## config.mk

```make
export PLATFORM = sky130hd
export DESIGN_NAME = hazard_stall_unit
export DESIGN_NICKNAME = d
export VERILOG_FILES = /design/src/rtl/hazard_stall_unit_pkg.sv /design/src/rtl/hazard_stall_unit_forward_unit.sv /design/src/rtl/hazard_stall_unit.sv
export SDC_FILE = /design/constraint.sdc
export NUM_CORES = 1
export LEC_CHECK = 0
export BUFFER_PORTS_ARGS = -buffer_cell sky130_fd_sc_hd__clkbuf_2
export CORE_UTILIZATION = 45
export CTS_CLUSTER_SIZE = 8
export DETAILED_ROUTE_END_ITERATION = 16
export GPL_TIMING_DRIVEN = 0
export PLACE_DENSITY = 0.84
export SLEW_MARGIN = 25
export SYNTH_ARGS = -nofsm -noshare
export SYNTH_HDL_FRONTEND = slang
export SYNTH_SLANG_ARGS = --single-unit
export TNS_END_PERCENT = 30
```

## constraint.sdc

```tcl
create_clock -name clk -period 2.2 [get_ports clk]
set_input_delay 0.33 -clock clk [delete_from_list [all_inputs] [get_ports clk]]
set_output_delay 0.33 -clock clk [all_outputs]
set_load 0.01 [all_outputs]
```

## src/rtl/hazard_stall_unit_pkg.sv

```systemverilog
// Shared encodings for the hazard/stall unit: FSM states, forward selects
// and the forwarding priority rule used by forward_unit.
package hazard_stall_unit_pkg;

    typedef enum logic [1:0] {
        RUN      = 2'd0,
        MEM_WAIT = 2'd1,
        ERR      = 2'd2
    } state_e;

    localparam logic [1:0] FWD_RF  = 2'b00;
    localparam logic [1:0] FWD_MEM = 2'b10;
    localparam logic [1:0] FWD_WB  = 2'b01;

    localparam int WAIT_W = 8;

    // EX/MEM wins over MEM/WB because it holds the younger result; $zero never forwards.
    function automatic logic [1:0] fwd_sel(
        input logic [4:0] src,
        input logic [4:0] mem_dst,
        input logic       mem_we,
        input logic [4:0] wb_dst,
        input logic       wb_we
    );
        if (mem_we && (mem_dst != 5'd0) && (mem_dst == src)) return FWD_MEM;
        if (wb_we && (wb_dst != 5'd0) && (wb_dst == src))    return FWD_WB;
        return FWD_RF;
    endfunction

endpackage

```

## src/rtl/hazard_stall_unit_forward_unit.sv

```systemverilog
// Combinational EX-stage operand forwarding select for both ALU operands.
module forward_unit
    import hazard_stall_unit_pkg::*;
(
    input  logic [4:0] idex_rs_i,
    input  logic [4:0] idex_rt_i,
    input  logic [4:0] exmem_dst_i,
    input  logic       exmem_reg_write_i,
    input  logic [4:0] memwb_dst_i,
    input  logic       memwb_reg_write_i,
    output logic [1:0] forward_a_o,
    output logic [1:0] forward_b_o
);

    assign forward_a_o = fwd_sel(idex_rs_i, exmem_dst_i, exmem_reg_write_i,
                                 memwb_dst_i, memwb_reg_write_i);
    assign forward_b_o = fwd_sel(idex_rt_i, exmem_dst_i, exmem_reg_write_i,
                                 memwb_dst_i, memwb_reg_write_i);

endmodule

```

## src/rtl/hazard_stall_unit.sv

```systemverilog
// 5-stage pipeline hazard/stall sequencer with data-memory wait watchdog.
// Define STALL_CNT_EN to build the saturating stall-cycle counter.
module hazard_stall_unit
    import hazard_stall_unit_pkg::*;
#(
    parameter int MEM_TIMEOUT = 15,
    parameter int CNT_W       = 16
) (
    input  logic             clk,
    input  logic             rst,
    input  logic [4:0]       ifid_rs,
    input  logic [4:0]       ifid_rt,
    input  logic             ifid_uses_rt,
    input  logic [4:0]       idex_rs,
    input  logic [4:0]       idex_rt,
    input  logic [4:0]       idex_dst,
    input  logic             idex_mem_read,
    input  logic [4:0]       exmem_dst,
    input  logic             exmem_reg_write,
    input  logic [4:0]       memwb_dst,
    input  logic             memwb_reg_write,
    input  logic             branch_flush,
    input  logic             mem_req,
    input  logic             mem_ready,
    output logic             pc_write,
    output logic             ifid_write,
    output logic             ifid_flush,
    output logic             idex_bubble,
    output logic             pipe_hold,
    output logic             memwb_bubble,
    output logic [1:0]       forward_a,
    output logic [1:0]       forward_b,
    output logic             mem_error,
    output logic [CNT_W-1:0] stall_cycles
);

    state_e            state_q;
    logic [WAIT_W-1:0] wait_q;
    logic              mem_stall;
    logic              lu_stall;
    logic [1:0]        fwd_a_raw;
    logic [1:0]        fwd_b_raw;

    forward_unit u_forward_unit (
        .idex_rs_i         (idex_rs),
        .idex_rt_i         (idex_rt),
        .exmem_dst_i       (exmem_dst),
        .exmem_reg_write_i (exmem_reg_write),
        .memwb_dst_i       (memwb_dst),
        .memwb_reg_write_i (memwb_reg_write),
        .forward_a_o       (fwd_a_raw),
        .forward_b_o       (fwd_b_raw)
    );

    assign mem_stall = (mem_req & ~mem_ready) | (state_q == ERR);
    assign lu_stall  = idex_mem_read && (idex_dst != 5'd0) &&
                       ((idex_dst == ifid_rs) || (ifid_uses_rt && (idex_dst == ifid_rt)));
    assign mem_error = (state_q == ERR);

    // NOTE: every output gets a default before the priority chain so no path leaves one unassigned (no latch).
    always_comb begin
        pc_write     = 1'b1;
        ifid_write   = 1'b1;
        ifid_flush   = 1'b0;
        idex_bubble  = 1'b0;
        pipe_hold    = 1'b0;
        memwb_bubble = 1'b0;
        forward_a    = fwd_a_raw;
        forward_b    = fwd_b_raw;
        if (rst) begin
            // Flush the whole pipe to NOPs while reset is held.
            pc_write     = 1'b0;
            ifid_write   = 1'b0;
            ifid_flush   = 1'b1;
            idex_bubble  = 1'b1;
            memwb_bubble = 1'b1;
            forward_a    = FWD_RF;
            forward_b    = FWD_RF;
        end else if (mem_stall) begin
            // A pending branch_flush is dropped; the held ID instruction re-asserts it.
            pc_write     = 1'b0;
            ifid_write   = 1'b0;
            pipe_hold    = 1'b1;
            memwb_bubble = 1'b1;
        end else if (lu_stall) begin
            pc_write     = 1'b0;
            ifid_write   = 1'b0;
            idex_bubble  = 1'b1;
        end else if (branch_flush) begin
            ifid_flush   = 1'b1;
        end
    end

    // NOTE: sequential state uses non-blocking assignments so all registers update from pre-edge values.
    always_ff @(posedge clk) begin
        if (rst) begin
            state_q <= RUN;
            wait_q  <= '0;
        end else begin
            unique case (state_q)
                RUN: begin
                    if (mem_stall) begin
                        state_q <= MEM_WAIT;
                        wait_q  <= WAIT_W'(1);
                    end
                end
                MEM_WAIT: begin
                    // mem_ready is tested first so it beats the timeout compare.
                    if (mem_ready || !mem_req) begin
                        state_q <= RUN;
                        wait_q  <= '0;
                    end else if (wait_q == WAIT_W'(MEM_TIMEOUT)) begin
                        state_q <= ERR;
                    end else begin
                        wait_q  <= wait_q + WAIT_W'(1);
                    end
                end
                ERR:     state_q <= ERR;
                default: begin
                    state_q <= RUN;
                    wait_q  <= '0;
                end
            endcase
        end
    end

`ifdef STALL_CNT_EN
    logic [CNT_W-1:0] stall_cnt_q;

    always_ff @(posedge clk) begin
        if (rst) begin
            stall_cnt_q <= '0;
        end else if ((mem_stall || lu_stall) && (stall_cnt_q != {CNT_W{1'b1}})) begin
            stall_cnt_q <= stall_cnt_q + CNT_W'(1);
        end
    end

    assign stall_cycles = stall_cnt_q;
`else
    assign stall_cycles = '0;
`endif

endmodule

```

==> flow_summary.json <==
{
  "crit_buf_inv": 2,
  "insertion_delay_ps": 270,
  "dieArea_um2": 2680,
  "cap_violations": 0,
  "avgSynthCellArea_um2": 8.03,
  "crit_type": "input port to primary output",
  "holdCritPathClass": "input port to register",
  "post_synth_inst_count": 139,
  "antennaDiodeCount": 0,
  "synth.area.top_cells": "dfxtp_1 (18%), xnor2_1 (16%), buf_4 (11%)",
  "power_density_nw_per_um2": 345,
  "nNetsFinal": 257,
  "cts_hold_buf": 0,
  "power_frac_comb_pct": 38.6,
  "cts_resized": 0,
  "crit_chain": "clkbuf_2, or4_1, o21ai_2, nor3_1, nor4_2, clkbuf_2",
  "ys_ff_latch": 10,
  "grt_max_degree": 10,
  "ys_seq_area_share_pct": 17.9,
  "arrival_ps": 1720,
  "synth.most_common_cell": "xnor2_1",
  "syn_to_final_growth_pct": 34.0,
  "crit_path_top_delay_cell": "or4_1",
  "ys_types": 37,
  "status": "complete, no violations",
  "yosys-top-cells-count": "xnor2_1 (21), buf_4 (17), a21oi_1 (11)",
  "clkPwrFrac_pct": 24.8,
  "synth_top_cell_by_area": "dfxtp_1",
  "initial_core_util_pct": 49.0,
  "firstDrtPassIters": 4,
  "seq_power_share_pct": 36.6,
  "grt_pass1_wl_um": 4220,
  "drtAntennaViolNets": 0,
  "grt_pass1_vias": 1088,
  "fin_crit_ps": 2050,
  "hold_start": "mem_ready",
  "yosysWarnings": 0,
  "wl_um": 2590,
  "drt-initial-drc-count": 22,
  "r2r_start": "wait_q[0]",
  "drcViolationCount": 0,
  "vias": 1189,
  "port_buffers": 53,
  "critical-path-top-delay-family": "simple AND/OR/NAND/NOR gates",
  "start_kind": "input port",
  "hold_violations": 0,
  "netlist_area_um2": 1120,
  "slew_viol_final": 0,
  "clock_skew_ps": 2.73,
  "die_y_um": 51.8,
  "switching_power_uw": 166,
  "gr-usage-all-layers_pct": 20.5,
  "synthArstFlopShare_pct": 0,
  "gr-total-overflow": 0,
  "fillCellCount": 207,
  "die_w_um": 51.8,
  "wl_per_cell_um": 10.9,
  "setup.worst_path.start": "exmem_dst[1]",
  "p_int_uw": 349,
  "slowest_delay_ps": 540,
  "end_kind": "primary output",
  "ir_drop_mv": 0.238,
  "cp_data_required_time_ps": 1870,
  "setup_violations": 0,
  "core_um2": 2280,
  "min_period_over_period_pct": 93.3,
  "clk_pin_slew_worst_paths_ps": 70,
  "synth_top_cell_area_share_pct": 17.9,
  "post_dp_cell_area_um2": 1470,
  "synthFlopType": "dfxtp_1",
  "cts_buffers": 3,
  "hpwl_um": 2270,
  "gp_congestion": 0.813,
  "synth_edf_count": 0,
  "stdcell_area_um2": 1500,
  "vias_per_cell": 5.00,
  "crit_fanout": 4,
  "cts-root-buf": "clkbuf_4",
  "fmax_mhz": 487,
  "cpMostUsedCell": "clkbuf_2",
  "layout-drive-gt1-share_pct": 39.5,
  "rows": 17,
  "clk_path_buf_depth": 2,
  "cts_tree": "built",
  "io_pins": 71,
  "htreeDepth": 1,
  "post-cts-setup-buffers": 0,
  "setup_tns_ps": 0,
  "p_sw_share_pct": 32.3,
  "rsz0062_at_grt": "no",
  "clock-sinks": 10,
  "antenna_found_initial": 0,
  "p_leak_nw": 0.669
}
-- worst min-delay path, cell delays in order --
cell and delay, ps:
clkbuf_2 120, nor3b_4 70, o311a_2 110
-- layer usage --
layer | vias up | wire length [um] | track usage, %
li1 | 619 | - | -
met1 | 520 | 1070 | 22.6
met2 | 47 | 1300 | 38.3
met3 | 3 | 198 | 3.51
met4 | 0 | 24 | 7.66
met5 | - | 0 | 0
-- metrics by stage --
stage               util [%]  setup slack (ps)  hold WS, ps  total power [mW]  cells
floorplan                  -               387          453             0.314    154
global placement        64.7               125          481             0.388    235
detailed placement      64.7               152          480             0.391    235
CTS                     65.7               142          405             0.515    238
global route            65.7              54.6          425             0.546    238
finish                  65.7               148          401             0.515    238
-- sequential cells by signal, summed over array words and instances, names as in the netlist --
name and count:
state_q 2, wait_q 8
-- layout by cell type (no fill, tap or decap), types with 2 or more instances in the layout --
cell type | netlist | final
clkbuf_2 | 0 | 53
xnor2_1 | 21 | 21
buf_4 | 17 | 17
conb_1 | 1 | 16
a21oi_1 | 11 | 11
xor2_1 | 10 | 10
dfxtp_1 | 10 | 10
or4_1 | 9 | 9
nand3_1 | 7 | 7
nand2_1 | 6 | 6
inv_1 | 4 | 4
o31ai_1 | 4 | 4
o21ai_0 | 4 | 4
nor2_1 | 3 | 3
or3_1 | 3 | 3
clkbuf_4 | 0 | 3
nor3_1 | 2 | 2
nor4_2 | 2 | 2
nand4_1 | 2 | 2
a31oi_1 | 2 | 2
nor4_1 | 2 | 2
o21ai_1 | 2 | 2
-- final cells by class --
type	instances	area, um^2	area share, %
tap	28	35.0	2.34
sequential	10	200	13.4
clock buffer	3	22.5	1.51
inverter	5	18.8	1.26
timing repair buffer	53	265	17.7
buffer	18	131	8.79
multi-input combinational	121	822	55.0
-- power by group through the flow --
stage	logic (mW)	clock network, mW	registers [mW]
floorplan	0.123	0	0.192
global placement	0.196	0	0.192
detailed placement	0.199	0	0.193
CTS	0.199	0.128	0.188
global route	0.220	0.137	0.189
finish	0.199	0.128	0.188
-- worst paths after layout --
kind / cells past startpoint / end / slack (ps)
hold / removal: 3 / state_q[0] / 400
setup reg to reg: 5 / wait_q[3] / 590
setup / recovery: 6 / forward_a[0] / 150
hold reg to reg: 2 / wait_q[7] / 500
-- cell families (layout without fill, tap and decap cells) --
group / count (synthesis) / in the layout / synth area share [%]
buf+inv: 23 / 79 / 13.5
other cells: 1 / 16 / 0.336
fa+ha+maj: 1 / 1 / 1.12
simple gates: 44 / 44 / 26.9
compound gates: 29 / 29 / 15.9
flops: 10 / 10 / 17.9
xor+xnor: 31 / 31 / 24.3
Power figures use the tool's default switching activity.
